### src/rtl/dvp_pattern_source.sv
// OV7670-style DVP test-pattern transmitter: pclk = clk_i/2, vsync/href/data change on pclk falling edges.
// Optional macro DVP_TX_LINE_ID_EN replaces pixel 0 of every active row with the 12-bit row number.
module dvp_pattern_source #(
   parameter int unsigned ACTIVE_COLUMNS = 640,
   parameter int unsigned ACTIVE_ROWS    = 480,
   parameter int unsigned HBLANK_PCLKS   = 144,
   parameter int unsigned VSYNC_LINES    = 3,
   parameter int unsigned VBACK_LINES    = 17,
   parameter int unsigned VFRONT_LINES   = 10
) (
   input  logic        clk_i,
   input  logic        reset_i,
   input  logic        enable_i,
   input  logic [1:0]  pattern_sel_i,
   input  logic [11:0] solid_color_i,
   output logic        pixel_clk_cmos_o,
   output logic        vsync_cmos_o,
   output logic        href_cmos_o,
   output logic [7:0]  pixel_data_cmos_o,
   output logic        busy_o,
   output logic        frame_done_o
);

   localparam int unsigned LINE_PCLKS   = 2 * ACTIVE_COLUMNS + HBLANK_PCLKS;
   localparam int unsigned HREF_TICKS   = 2 * ACTIVE_COLUMNS;
   localparam int unsigned VSYNC_TICKS  = VSYNC_LINES * LINE_PCLKS;
   localparam int unsigned VBACK_TICKS  = VBACK_LINES * LINE_PCLKS;
   localparam int unsigned VFRONT_TICKS = VFRONT_LINES * LINE_PCLKS;
   localparam int unsigned MAX_AB       = (VSYNC_TICKS > VBACK_TICKS) ? VSYNC_TICKS : VBACK_TICKS;
   localparam int unsigned MAX_ABC      = (MAX_AB > VFRONT_TICKS) ? MAX_AB : VFRONT_TICKS;
   localparam int unsigned MAX_TICKS    = (MAX_ABC > LINE_PCLKS) ? MAX_ABC : LINE_PCLKS;
   localparam int unsigned CNT_W        = $clog2(MAX_TICKS + 1);
   localparam int unsigned ROW_W        = (ACTIVE_ROWS > 1) ? $clog2(ACTIVE_ROWS) : 1;

   typedef enum logic [2:0] {
      ST_IDLE,
      ST_VSYNC,
      ST_VBACK,
      ST_ACTIVE,
      ST_VFRONT
   } state_e;

   state_e             state_q, state_d;
   logic [CNT_W-1:0]   cnt_q, cnt_d;
   logic [ROW_W-1:0]   row_q, row_d;
   logic               pclk_q;
   logic               vsync_q, vsync_d;
   logic               href_q, href_d;
   logic [7:0]         data_q, data_d;
   logic               busy_q, busy_d;
   logic               done_q, done_d;
   logic [1:0]         pat_q, pat_d;
   logic [11:0]        solid_q, solid_d;
   logic               tick;
   logic [11:0]        pix_x, pix_y;
   logic [2:0]         bar_idx;
   logic [11:0]        pix_color;

   // Falling edge of the DVP clock: the only point where the frame advances.
   assign tick = pclk_q;

   function automatic logic [11:0] bar_color(input logic [2:0] idx);
      logic [11:0] c;
      case (idx)
         3'd0:    c = 12'hFFF;
         3'd1:    c = 12'hFF0;
         3'd2:    c = 12'h0FF;
         3'd3:    c = 12'h0F0;
         3'd4:    c = 12'hF0F;
         3'd5:    c = 12'hF00;
         3'd6:    c = 12'h00F;
         default: c = 12'h000;
      endcase
      return c;
   endfunction

   // State register.
   always_ff @(posedge clk_i or posedge reset_i) begin
      if (reset_i) begin
         state_q <= ST_IDLE;
      end else begin
         state_q <= state_d;
      end
   end

   // Next state and position counters; they describe the pclk period that starts at this tick.
   always_comb begin
      state_d = state_q;
      cnt_d   = cnt_q;
      row_d   = row_q;
      if (tick) begin
         case (state_q)
            ST_IDLE: begin
               if (enable_i) begin
                  state_d = ST_VSYNC;
                  cnt_d   = '0;
               end
            end
            ST_VSYNC: begin
               if (cnt_q == CNT_W'(VSYNC_TICKS - 1)) begin
                  state_d = ST_VBACK;
                  cnt_d   = '0;
               end else begin
                  cnt_d = cnt_q + CNT_W'(1);
               end
            end
            ST_VBACK: begin
               if (cnt_q == CNT_W'(VBACK_TICKS - 1)) begin
                  state_d = ST_ACTIVE;
                  cnt_d   = '0;
                  row_d   = '0;
               end else begin
                  cnt_d = cnt_q + CNT_W'(1);
               end
            end
            ST_ACTIVE: begin
               if (cnt_q == CNT_W'(LINE_PCLKS - 1)) begin
                  cnt_d = '0;
                  if (row_q == ROW_W'(ACTIVE_ROWS - 1)) begin
                     state_d = ST_VFRONT;
                     row_d   = '0;
                  end else begin
                     row_d = row_q + ROW_W'(1);
                  end
               end else begin
                  cnt_d = cnt_q + CNT_W'(1);
               end
            end
            ST_VFRONT: begin
               if (cnt_q == CNT_W'(VFRONT_TICKS - 1)) begin
                  state_d = enable_i ? ST_VSYNC : ST_IDLE;
                  cnt_d   = '0;
               end else begin
                  cnt_d = cnt_q + CNT_W'(1);
               end
            end
            default: begin
               state_d = ST_IDLE;
               cnt_d   = '0;
               row_d   = '0;
            end
         endcase
      end
   end

   // Pixel colour for the upcoming period, computed from the next position so data lines up with href.
   always_comb begin
      pix_x   = 12'(cnt_d >> 1);
      pix_y   = 12'(row_d);
      bar_idx = 3'((32'(pix_x) * 32'd8) / 32'(ACTIVE_COLUMNS));
      case (pat_q)
         2'd0:    pix_color = bar_color(bar_idx);
         2'd1:    pix_color = 12'(32'(pix_y) * 32'(ACTIVE_COLUMNS) + 32'(pix_x));
         2'd2:    pix_color = solid_q;
         default: pix_color = (pix_x[3] ^ pix_y[3]) ? 12'hFFF : 12'h000;
      endcase
`ifdef DVP_TX_LINE_ID_EN
      if (cnt_d < CNT_W'(2)) begin
         pix_color = pix_y;
      end
`else
`endif
   end

   // Output and latch next-values; frame_done self-clears on the following clk_i edge.
   always_comb begin
      vsync_d = vsync_q;
      href_d  = href_q;
      data_d  = data_q;
      busy_d  = busy_q;
      done_d  = 1'b0;
      pat_d   = pat_q;
      solid_d = solid_q;
      if (tick) begin
         vsync_d = (state_d == ST_VSYNC);
         href_d  = (state_d == ST_ACTIVE) && (cnt_d < CNT_W'(HREF_TICKS));
         data_d  = href_d ? (cnt_d[0] ? pix_color[7:0] : {4'h0, pix_color[11:8]}) : 8'h00;
         busy_d  = (state_d != ST_IDLE);
         done_d  = (state_q == ST_VFRONT) && (state_d != ST_VFRONT);
         if ((state_d == ST_VSYNC) && (state_q != ST_VSYNC)) begin
            pat_d   = pattern_sel_i;
            solid_d = solid_color_i;
         end
      end
   end

   always_ff @(posedge clk_i or posedge reset_i) begin
      if (reset_i) begin
         cnt_q   <= '0;
         row_q   <= '0;
         pclk_q  <= 1'b0;
         vsync_q <= 1'b0;
         href_q  <= 1'b0;
         data_q  <= 8'h00;
         busy_q  <= 1'b0;
         done_q  <= 1'b0;
         pat_q   <= 2'd0;
         solid_q <= 12'h000;
      end else begin
         cnt_q   <= cnt_d;
         row_q   <= row_d;
         pclk_q  <= ~pclk_q;
         vsync_q <= vsync_d;
         href_q  <= href_d;
         data_q  <= data_d;
         busy_q  <= busy_d;
         done_q  <= done_d;
         pat_q   <= pat_d;
         solid_q <= solid_d;
      end
   end

   assign pixel_clk_cmos_o  = pclk_q;
   assign vsync_cmos_o      = vsync_q;
   assign href_cmos_o       = href_q;
   assign pixel_data_cmos_o = data_q;
   assign busy_o            = busy_q;
   assign frame_done_o      = done_q;

endmodule

### config.mk
export PLATFORM = sky130hd
export DESIGN_NAME = dvp_pattern_source
export DESIGN_NICKNAME = d
export VERILOG_FILES = /design/src/rtl/dvp_pattern_source.sv
export SDC_FILE = /design/constraint.sdc
export NUM_CORES = 1
export LEC_CHECK = 0
export ABC_AREA = 0
export BUFFER_PORTS_ARGS = -buffer_cell sky130_fd_sc_hd__buf_2
export CORE_MARGIN = 4
export CORE_UTILIZATION = 30
export CTS_BUF_LIST = sky130_fd_sc_hd__clkbuf_16
export CTS_CLUSTER_SIZE = 40
export DETAILED_ROUTE_END_ITERATION = 10
export HOLD_SLACK_MARGIN = 0.12
export PLACE_DENSITY = 0.46
export SETUP_SLACK_MARGIN = 0.3
export SKIP_CTS_REPAIR_TIMING = 1
export SLEW_MARGIN = 20
export SYNTH_ARGS = -nofsm -noshare
export SYNTH_HDL_FRONTEND = slang
export SYNTH_SLANG_ARGS = --single-unit
### constraint.sdc
create_clock -name clk_i -period 6.4 [get_ports clk_i]
set_input_delay 1.28 -clock clk_i [delete_from_list [all_inputs] [get_ports clk_i]]
set_output_delay 1.28 -clock clk_i [all_outputs]
set_load 0.02 [all_outputs]
* Yosys cells after proc, flatten, opt, wreduce, memory -nomap -nowiden
Cells that the tools add are included.
** Operators by class
- $add $sub $neg :: 3
- $mul :: 1
- Div/mod/pow operators :: 1
- $lt $le $gt $ge :: 1
- Eq/ne operators :: 21
- Multiplexer cells :: 27
- Bitwise operators :: 2
- Reductions and logical operators :: 9
** Operators by type and width (number)
- $mux W15 :: 6
- $pmux W12 S7 :: 1
- $pmux W15 S5 :: 1
- $mux W9 :: 4
- $pmux W12 S3 :: 1
- $div A15 B10 Y32 const B :: 1
- $pmux W9 S3 :: 1
- $mux W3 :: 7
- $mux W8 :: 2
- $add A15 B1 Y15 const B :: 1
- $eq A15 B11 Y1 const B :: 1
- $eq A15 B13 Y1 const B :: 1
- $eq A15 B14 Y1 const B :: 1
- $eq A15 B15 Y1 const B :: 1
- $eq A3 B2 Y1 const B :: 5
- $lt A15 B11 Y1 const B :: 1
- $pmux W3 S5 :: 1
- $add A12 B12 Y12 :: 1
- $eq A3 B3 Y1 const B :: 4
- $mux W12 :: 1
- $add A9 B1 Y9 const B :: 1
- $eq A3 B1 Y1 const B :: 3
- $eq A9 B9 Y1 const B :: 1
- $mul A9 B3 Y5 const B :: 1
- other kinds (13) :: 17
** Storage, ports and cells
- Bits in registers :: 54
- Bits of input ports :: 17
- Output and inout bits :: 13

* Longest topological paths before layout
Gate-level depths: netlist of run 1.
- Depth in word-level cells :: 10
- Gate-level depth with buffers :: 25
- Gate-level depth less buffers :: 22

* Worst setup path after synthesis of run 1
Ideal clock, no wire load.
- Kind :: input port to flip-flop
- Start :: input enable_i
- End :: register data_q[0] (netlist: pixel_data_cmos_o[0])
- Data arrival time :: 5.061 ns
- Data required time :: 6.266 ns
- Path slack :: 1.205 ns
- Stages on the path :: 21
- Path through :: nor4_4 a21o_1 nand2_1 and3_1 buf_6 inv_4 buf_6 ha_1 nor2b_1 clkbuf_1 or2_1 nor2_1 or4_1 buf_2 mux2i_2 a221oi_4 or4_1 o21ai_0 a22oi_1 o211ai_2 a22oi_1
** Between the ends
- Cells in the longest elaborated chain, start to end :: 9
- Elaborated cells between the ends (all ways) :: 26
- Classes of those cells :: add/sub (1); div (1); order compare (1); eq/ne (7); mux (13); bitwise (1); reduce/logical (2)
** RTL lines
- start: declaration :: RTL line 13 : input logic enable_i,
- $mux W15 (*) :: RTL line 94 : if (enable_i) begin
- $pmux W15 S5 (*) :: RTL line 92 : case (state_q)
- $mux W15 (*) :: RTL line 91 : if (tick) begin
- net cnt_d[12] :: RTL line 44 : logic [CNT_W-1:0] cnt_q, cnt_d;
- $div A15 B10 Y32 :: RTL line 150 : bar_idx = 3'((32'(pix_x) * 32'd8) / 32'(ACTIVE_COLUMNS));
- $eq A3 B3 Y1, or another cell as far along :: RTL line 64 : case (idx)
- $pmux W12 S7 :: RTL line 64
- $pmux W12 S3 :: RTL line 151 : case (pat_q)
- $mux W8 :: RTL line 177 : data_d = href_d ? (cnt_d[0] ? pix_color[7:0] : {4'h0, pix_color[11:8]}) : 8'h00;
- $mux W8 (*) :: RTL line 177
- end signal: assignment :: RTL line 205 : data_q <= data_d;
- end: declaration :: RTL line 49 : logic [7:0] data_q, data_d;
Mark *: on every way through the listed nets, which the timed path passes. The rest lies on a longest branch.
A chain may end at the register's enable or synchronous reset.

* Worst setup path after layout of run 1
- Start :: input enable_i
- End :: register data_q[1] (netlist: pixel_data_cmos_o[1])
** Between the ends
- Cells in the longest elaborated chain, start to end :: 9
- Elaborated cells between the ends (all ways) :: 26
- Classes of those cells :: add/sub (1); div (1); order compare (1); eq/ne (7); mux (13); bitwise (1); reduce/logical (2)
** RTL lines (RTL line)
- $mux W15 :: 94
- $pmux W15 S5 :: 92
- $mux W15 :: 91
- $div A15 B10 Y32 :: 150
- $eq A3 B3 Y1, or another cell as far along :: 64
- $pmux W12 S7 :: 64
- $pmux W12 S3 :: 151
- $mux W8 :: 177
- $mux W8 (*) :: 177
Every way passes the cells marked *; elsewhere a longest branch is shown, timed or not.

==> results of run 1 <==
[registers in the layout (all words and copies together), names as in the netlist]
name and cells:
pixel_data_cmos_o 8, row_q 9, pixel_clk_cmos_o 1, busy_o 1, cnt_q 15, vsync_cmos_o 1
pat_q 2, frame_done_o 1, state_q 3, solid_q 12, href_cmos_o 1
[per-layer routing]
metal / part of all wire [%] / global-route usage (%) / vias to the layer above
li1: - / - / 1917
met1: 49 / 23.01 / 1925
met2: 46 / 24.88 / 99
met3: 4.2 / 2.391 / 16
met4: 1.1 / 2.965 / 0
met5: 0 / 0 / -
[cell type report]
cell class	count	share of cell area (%)
clock buffer	5	2.581
clock inverter	3	1.006
inverter	19	1.548
multi-input combinational	403	58.01
sequential	54	27.87
tap	184	4.748
timing repair buffer	37	4.232
[kinds of logic after synthesis]
kind of cell / after synthesis / share of synthesized area [%]
XOR/XNOR: 13 / 2.584
buffers and inverters: 46 / 5.565
adder cells (fa/ha/maj): 14 / 4.032
multiplexers: 20 / 5.025
AO/OA/AOI/OAI: 164 / 26.97
flip-flops: 54 / 30.66
AND/OR/NAND/NOR: 192 / 25.16
[worst min path at each step]
stage                               from  cells past startpoint  slack [ns]              endpoint
finish              pixel_data_cmos_o[6]                      1        0.49  pixel_data_cmos_o[6]
global route        pixel_data_cmos_o[5]                      1        0.53  pixel_data_cmos_o[5]
CTS                 pixel_data_cmos_o[6]                      1        0.49  pixel_data_cmos_o[6]
detailed placement  pixel_data_cmos_o[6]                      1        0.47  pixel_data_cmos_o[6]
global placement    pixel_data_cmos_o[6]                      1        0.47  pixel_data_cmos_o[6]
floorplan                       row_q[8]                      2        0.45              row_q[8]
[where the power goes]
| group | switching, mW | internal, mW |
|---|---|---|
| logic | 0.00878 | 0.00403 |
| registers | 0 | 0.341 |
| clock network | 0.142 | 0.188 |
| total | 0.150 | 0.533 |
[cell usage in the layout (no fill, tap or decap), drive strengths merged, types with 12 or more instances in the layout]
cell type	netlist	routed
nand3	15	15
and3	12	12
dfrtp	54	54
buf	16	37
a21oi	40	40
nand2	35	35
nor3	15	15
inv	18	19
nor2	48	48
mux2	14	14
o21ai	41	41
o22ai	13	13
[stage by stage]
step | power [mW] | worst slack [ns] | instance area [um2] | cells | utilization, %
final | 0.6832 | 0.8214 | 4848 | 705 | 33.49
after global routing | 0.7026 | 0.3884 | 4848 | 705 | 33.49
after CTS | 0.6885 | 0.6552 | 4846 | 705 | 33.47
after detailed placement | 0.3612 | 0.3509 | 4672 | 697 | 32.27
after global placement | 0.3610 | 0.4900 | 4672 | 697 | 32.27
after floorplan | 0.3530 | 1.205 | 4407 | 503 | -
==> run_results.csv, run 1 <==
group,metric,value,unit
global_routing,grt_pass1_wl,21.28,mm
clock_network,cts_root_buf,"clkbuf_16",
finish,multiInputGateArea,0.002813,mm2
timing,holdWs,0.4875,ns
timing,worst_pin_slew,0.7847,ns
clock_network,h-tree-depth,2,
finish,fin_nets,548,
synthesis,yosysMostFrequentCell,"dfrtp_1",
synthesis,yosysWarnings,0,
critical_path,endpoint,"pixel_data_cmos_o[1]",
timing,rsz0062_at_grt,"no",
finish,fillCellCount,1537,
timing,fin_skew,0.006935,ns
drt,drc_errors,0,
synthesis,synth_seq_cells,54,
critical_path,r2r_cells,21,
critical_path,path_class,"in2reg",
power,ir_drop,138.0,uV
status,status,"finished, final reports clean",
synthesis,dominantRegCellSynth,"dfrtp_1",
timing,maxSlewViolCount,0,
job,cap_violations,0,
global_routing,grt_usage,15.75,%
drt,dr.pass1.iters,5,
critical_path,critPathBufInv,3,
synthesis,synthTopCellsByCount,"54 x dfrtp_1, 45 x nor2_1, 38 x o21ai_0",
critical_path,crit_chain,"buf_2 -> nor4_4 -> a21o_1 -> nand2_1 -> and2_4 -> inv_2 -> nor3_1 -> inv_1 -> ha_1 -> nor2b_2 -> nand3_1 -> o22ai_2 -> or4_1 -> mux2i_2 -> a221oi_4 -> mux2i_1 -> xnor2_1 -> a21boi_1 -> o211ai_2 -> a22oi_1",
die,die_area,0.01669,mm2
timing,timing.fmax,179.3,MHz
finish,layout-drive-gt1-share,21.11,%
finish,n_antenna_cell,0,
synthesis,yosysUniqueCellTypes,96,
critical_path,worst_ep_required_time,6.57,ns
drt,ant_nets,0,
die,die-height,129.2,um
critical_path,cp_top_family,"compound AO/OA/AOI/OAI gates",
drt,post_drt_wl_per_cell,17.99,um
timing,finalHoldViolations,0,
timing,period_share,87.17,%
synthesis,synth_top_area_share,30.66,%
critical_path,crit_start,"enable_i",
drt,finalWirelength,12.69,mm
timing,setup-violations-final,0,
global_routing,grt_max_degree,55,
placed_design,io_buffer_count,29,
power,p_leak,2.042,nW
die,die_w,129.2,um
timing,fin_crit,5.579,ns
critical_path,crit_path_max_fanout,12,
global_routing,first_global_vias,3934,
critical_path,r2r-end,"pixel_data_cmos_o[1]",
critical_path,reg2reg_from,"cnt_q[0]",
synthesis,synth_area_leaders,"dfrtp_1 31%, o21ai_0 4.3%, a21oi_1 4.0%, nor2_1 3.8%, mux2_2 3.6%",
synthesis,syn_area,0.004407,mm2
clock_network,cts_buffers,5,
die,core_area,0.01448,mm2
critical_path,max_stage_delay,0.48,ns
placed_design,gp_congestion,0.8595,
critical_path,regToRegSetupSlack,0.98,ns
placed_design,hpwlAfterDp,9.371,mm
timing,max_slew_margin,46.19,%
timing,finalSetupTns,0,ns
finish,syn2layout_area_growth,10.02,%
die,io_pins,30,
critical_path,cpMaxStageDelayCell,"a221oi_4",
finish,ff_latch_area,0.001351,mm2
power,powerDensity,140.9,mW/mm2
synthesis,syn_nets,531,
clock_network,cts_tree,"done",
drt,routed_via_density,5.613,
critical_path,end_kind,"flip-flop",
synthesis,synth_edf_count,0,
die,initial_core_util,30.44,%
clock_network,clk_pin_slew,0.08,ns
die,rows,44,
min_path,hold_class,"reg2reg",
clock_network,clk_latency,0.30,ns
critical_path,cp_num_cells,20,
synthesis,syn_avg_cell_area,8.761,um2
synthesis,async_flop_share,100.0,%
synthesis,postSynthCellCount,503,
critical_path,cp.arrival,5.75,ns
synthesis,ys_seq_area_share,30.66,%
global_routing,overflow,0,
drt,drtIter0Drc,276,
synthesis,synth_area_leader_cell,"dfrtp_1",
clock_network,cts.sinks,54,
clock_network,clockBufferDepth,2,
drt,dr_total_vias,3957,
global_routing,grt_antenna_before_repair,0,
critical_path,start_kind,"input port",
Power figures use the tool's default switching activity.
==> run 2: changes to the inputs <==
REMOVE_ABC_BUFFERS = 1   (was unset)
==> run 2 against run 1 <==
- worst hold slack got worse by 0.0012 ns
- power is 0.95% lower
- cell area is essentially flat
- core utilization barely moved
- register-to-register slack worse by 0.21 ns
- sequential cell count stayed put
- fmax down 0.95%
- clock skew decreased by 0.0028 ns
- global-route usage decreased by 0.82 points
- critical path type is now reg2reg
- largest power group unchanged
- highest routed layer unchanged
==> run_results.csv, run 2 (synthesis gave the netlist of run 1 again) <==
group,metric,value,unit
timing,rsz0062_at_grt,"no",
clock_network,clk_pin_slew,0.08,ns
timing,fin_crit,5.632,ns
finish,largest-register,"cnt_q",
timing,max_slew_margin,41.19,%
drt,dr.pass1.iters,5,
critical_path,regToRegSetupSlack,0.77,ns
job,cap_violations,0,
critical_path,worst_ep_required_time,6.62,ns
critical_path,end_kind,"flip-flop",
status,status,"finished, final reports clean",
timing,setup-violations-final,0,
power,ir_drop,158.9,uV
power,p_leak,2.048,nW
placed_design,dpl.cell_count,698,
clock_network,cts_root_buf,"clkbuf_16",
critical_path,crit_path_max_fanout,12,
global_routing,overflow,0,
finish,fillCellCount,1508,
critical_path,critPathBufInv,2,
critical_path,start_kind,"flip-flop",
placed_design,placed_area,0.004679,mm2
die,die-height,129.2,um
placed_design,gp_congestion,0.8562,
finish,top_regs,"cnt_q (15), solid_q (12), row_q (9)",
critical_path,r2r-end,"pixel_data_cmos_o[0]",
timing,fin_skew,0.004128,ns
finish,ff_latch_area,0.001351,mm2
global_routing,grt_max_degree,55,
clock_network,clockBufferDepth,2,
critical_path,crit_chain,"ha_1 -> and4b_1 -> nand4_1 -> o2bb2ai_2 -> o22ai_1 -> and2_4 -> inv_2 -> nor3_1 -> inv_1 -> ha_1 -> nor2b_1 -> nand3_1 -> o22ai_2 -> or4_1 -> mux2i_2 -> a221oi_4 -> xnor2_1 -> o32ai_1 -> nor4_1 -> o211ai_2 -> a22oi_1",
clock_network,cts_buffers,5,
drt,finalWirelength,12.28,mm
finish,n_antenna_cell,0,
critical_path,reg2reg_from,"cnt_q[0]",
finish,largest_reg_flops,15,
drt,routed_via_density,5.632,
timing,timing.fmax,177.6,MHz
drt,drtIter0Drc,242,
critical_path,crit_start,"cnt_q[0]",
finish,multiInputGateArea,0.002810,mm2
clock_network,cts.sinks,54,
die,die_w,129.2,um
critical_path,cp.arrival,5.85,ns
placed_design,io_buffer_count,29,
die,rows,44,
power,powerDensity,139.5,mW/mm2
critical_path,endpoint,"pixel_data_cmos_o[0]",
clock_network,cts_tree,"done",
die,core_area,0.01448,mm2
global_routing,grt_antenna_before_repair,0,
global_routing,first_global_vias,3796,
critical_path,cp_top_family,"simple AND/OR/NAND/NOR gates",
critical_path,path_class,"reg2reg",
critical_path,critPathMostFrequentCell,"ha_1",
finish,layout-drive-gt1-share,21.07,%
timing,finalSetupTns,0,ns
finish,syn2layout_area_growth,10.11,%
finish,finalNonFillerCells,706,
timing,maxSlewViolCount,0,
finish,fin_nets,549,
finish,final_core_util,33.51,%
drt,post_drt_wl_per_cell,17.40,um
clock_network,clk_latency,0.30,ns
timing,finalHoldViolations,0,
global_routing,grt_pass1_wl,20.13,mm
die,io_pins,30,
global_routing,grt_usage,14.93,%
clock_network,h-tree-depth,2,
finish,layout_commonest_cell,"dfrtp_1",
finish,layout_common_cells,"54 x dfrtp_1, 45 x nor2_1, 38 x o21ai_0",
critical_path,r2r_cells,21,
timing,worst_pin_slew,0.8577,ns
timing,period_share,88.00,%
drt,dr_total_vias,3976,
placed_design,hpwlAfterDp,9.101,mm
finish,fin_area,0.004852,mm2
critical_path,cp_num_cells,21,
critical_path,max_stage_delay,0.49,ns
critical_path,cpMaxStageDelayCell,"a221oi_4",
drt,ant_nets,0,
drt,drc_errors,0,
die,die_area,0.01669,mm2
die,initial_core_util,30.44,%
min_path,hold_class,"reg2reg",
timing,holdWs,0.4863,ns
[run 2: layout make-up]
cell class	instances	area share [%]
flip-flops and latches	54	27.85
inverters	19	1.547
repair buffers	38	4.384
well taps	184	4.745
clock buffers	5	2.579
multi-input cells	403	57.92
clock inverters	3	0.9799
[run 2: worst reg2reg max path: stages (launching register included)]
cell       delay [ns]
dfrtp_1          0.38
ha_1             0.21
and4b_1          0.27
nand4_1          0.25
o2bb2ai_2        0.27
o22ai_1          0.21
and2_4           0.26
inv_2            0.13
nor3_1           0.27
inv_1            0.08
ha_1             0.34
nor2b_1          0.45
nand3_1          0.19
o22ai_2          0.27
or4_1            0.27
mux2i_2          0.13
a221oi_4         0.49
xnor2_1          0.19
o32ai_1          0.11
nor4_1           0.36
o211ai_2         0.22
a22oi_1          0.20
[run 2: report_power, final]
group | switching, mW | total [mW] | leakage, nW | internal [mW]
sequential | 0 | 0.341 | 0.704 | 0.341
clock | 0.137 | 0.324 | 0.0844 | 0.187
combinational | 0.00820 | 0.0122 | 1.26 | 0.00402
[run 2: how the worst min path moves through the flow]
stage	start	end	depth (start not counted)
final	row_q[8]	row_q[8]	2
after floorplan	row_q[8]	row_q[8]	2
after global placement	row_q[8]	row_q[8]	2
after global routing	row_q[8]	row_q[8]	2
after CTS	row_q[8]	row_q[8]	2
after detailed placement	row_q[8]	row_q[8]	2
[run 2: per-stage QoR]
stage                     total power, mW  setup slack, ns
after floorplan                    0.3530            1.223
after global placement             0.3606           0.7365
after detailed placement           0.3607           0.5705
after CTS                          0.6875           0.8367
after global routing               0.7041           0.3274
final                              0.6767           0.7681
[run 2: routing by layer]
| layer | GRT usage [%] | wire length [um] | vias up |
|---|---|---|---|
| li1 | - | - | 1919 |
| met1 | 20.79 | 5883 | 1941 |
| met2 | 23.99 | 5686 | 102 |
| met3 | 2.638 | 538 | 14 |
| met4 | 3.891 | 172 | 0 |
| met5 | 0 | 0 | - |
==> run 3: changes to the inputs <==
REMOVE_ABC_BUFFERS = unset   (was 1)
clock period = 5.88 ns   (was 6.4 ns; I/O delays follow)
==> run 3 against run 2 <==
- clock skew up 0.011 ns
- sequential cell count unchanged
- sequential power up 8.8%
- non-clock buffer count up 3
- wire length up 2.2%
- highest routed layer unchanged
- register-to-register slack worse by 0.11 ns
- power up 1.3%
- die area unchanged
==> run_results.csv, run 3 (synthesis gave the netlist of run 1 again) <==
group,metric,value,unit
status,status,"finished, final reports clean",
drt,dr_total_vias,3904,
die,die-height,129.2,um
finish,layout_common_cells,"54 x dfrtp_1, 45 x nor2_1, 38 x o21ai_0",
die,io_pins,30,
timing,timing.fmax,191.4,MHz
timing,holdWs,0.4827,ns
critical_path,cpMaxStageDelayCell,"ha_1",
placed_design,gp_congestion,0.8512,
critical_path,start_kind,"flip-flop",
clock_network,cts.sinks,54,
drt,routed_via_density,5.514,
finish,largest_reg_flops,15,
clock_network,cts_buffers,5,
finish,syn2layout_area_growth,10.14,%
finish,layout_commonest_cell,"dfrtp_1",
die,die_area,0.01669,mm2
die,die_w,129.2,um
timing,rsz0062_at_grt,"no",
power,ir_drop,92.00,uV
global_routing,grt_usage,15.38,%
finish,largest-register,"cnt_q",
die,core_area,0.01448,mm2
drt,finalWirelength,12.55,mm
timing,fin_crit,5.225,ns
timing,finalSetupTns,0,ns
min_path,hold_class,"reg2reg",
finish,fillCellCount,1490,
clock_network,clockBufferDepth,2,
critical_path,crit_path_max_fanout,12,
critical_path,crit_chain,"ha_1 -> and4b_1 -> and4_2 -> o22ai_4 -> o22ai_1 -> and2_4 -> inv_2 -> nor3_1 -> inv_1 -> ha_1 -> nor2b_4 -> or2_1 -> or2_2 -> a21boi_4 -> mux2i_2 -> a221oi_4 -> mux2i_1 -> xnor2_1 -> a21boi_1 -> o211ai_2 -> a22oi_1",
timing,setup-violations-final,0,
drt,ant_nets,0,
critical_path,cp_top_family,"simple AND/OR/NAND/NOR gates",
placed_design,placed_area,0.004687,mm2
finish,fin_area,0.004853,mm2
global_routing,grt_pass1_wl,20.76,mm
drt,post_drt_wl_per_cell,17.72,um
placed_design,hpwlAfterDp,9.389,mm
placed_design,io_buffer_count,29,
drt,drtIter0Drc,284,
drt,dr.pass1.iters,4,
finish,n_antenna_cell,0,
drt,drc_errors,0,
die,rows,44,
clock_network,clk_pin_slew,0.07,ns
critical_path,max_stage_delay,0.40,ns
timing,maxSlewViolCount,0,
critical_path,cp.arrival,5.39,ns
timing,worst_pin_slew,0.7403,ns
timing,max_slew_margin,49.24,%
finish,fin_nets,552,
power,total_power,685.3,uW
finish,top_regs,"cnt_q (15), solid_q (12), row_q (9)",
timing,fin_skew,0.01534,ns
critical_path,worst_ep_required_time,6.05,ns
timing,finalHoldViolations,0,
global_routing,overflow,0,
power,powerDensity,141.2,mW/mm2
die,initial_core_util,30.44,%
critical_path,end_kind,"flip-flop",
global_routing,grt_antenna_before_repair,0,
global_routing,grt_max_degree,42,
critical_path,critPathMostFrequentCell,"ha_1",
clock_network,cts_tree,"done",
clock_network,clk_latency,0.30,ns
clock_network,h-tree-depth,2,
power,p_leak,2.060,nW
clock_network,cts_root_buf,"clkbuf_16",
job,cap_violations,0,
timing,period_share,88.86,%
global_routing,first_global_vias,3807,
critical_path,critPathBufInv,2,
finish,layout-drive-gt1-share,21.95,%
critical_path,path_class,"reg2reg",
-- run 3: layout make-up --
class | count | area, um2 | area share [%]
Clock buffer | 5 | 125.1 | 2.578
Clock inverter | 2 | 13.76 | 0.2836
Inverter | 19 | 75.07 | 1.547
Multi-Input combinational cell | 403 | 2823 | 58.16
Sequential cell | 54 | 1351 | 27.84
Tap cell | 184 | 230.2 | 4.743
Timing Repair Buffer | 41 | 235.2 | 4.847
-- run 3: through the flow --
step           util, %  worst slack [ns]  cells
4_1_cts          33.33            0.2050    706
3_3_place_gp     32.37            0.3583    699
3_5_place_dp     32.37            0.1473    699
5_1_grt          33.52            0.3015    708
2_1_floorplan        -            0.7892    503
6_report         33.52            0.6551    708
-- run 3: final timing paths --
kind                                       from                   end  cells past startpoint  slack [ns]
max                                    cnt_q[0]  pixel_data_cmos_o[1]                     21        0.66
min                        pixel_data_cmos_o[7]  pixel_data_cmos_o[7]                      1        0.48
max reg2reg                            cnt_q[0]  pixel_data_cmos_o[1]                     21        0.66
min reg2reg                pixel_data_cmos_o[7]  pixel_data_cmos_o[7]                      1        0.48
max in group asynchronous               reset_i            solid_q[2]                      3        4.21
min in group asynchronous               reset_i              row_q[5]                      2        0.81
-- run 3: layer usage --
layer	part of all wire (%)	up-vias	global-route usage, %
li1	-	1923	-
met1	51	1869	22.83
met2	44	98	23.66
met3	3.8	14	2.267
met4	1.3	0	3.397
met5	0	-	0
-- run 3: worst register-to-register path, cell delays in order, from the launching register on --
cell and delay [ns]:
dfrtp_1 0.39, ha_1 0.21, and4b_1 0.27, and4_2 0.36, o22ai_4 0.12, o22ai_1 0.20
and2_4 0.24, inv_2 0.13, nor3_1 0.26, inv_1 0.08, ha_1 0.40, nor2b_4 0.10
or2_1 0.25, or2_2 0.31, a21boi_4 0.17, mux2i_2 0.18, a221oi_4 0.40, mux2i_1 0.27
xnor2_1 0.19, a21boi_1 0.12, o211ai_2 0.32, a22oi_1 0.11
-- run 3: where the power goes --
| group | internal, mW | switching, mW |
|---|---|---|
| Combinational | 0.00437 | 0.00928 |
| Clock | 0.157 | 0.144 |
| Sequential | 0.371 | 0 |
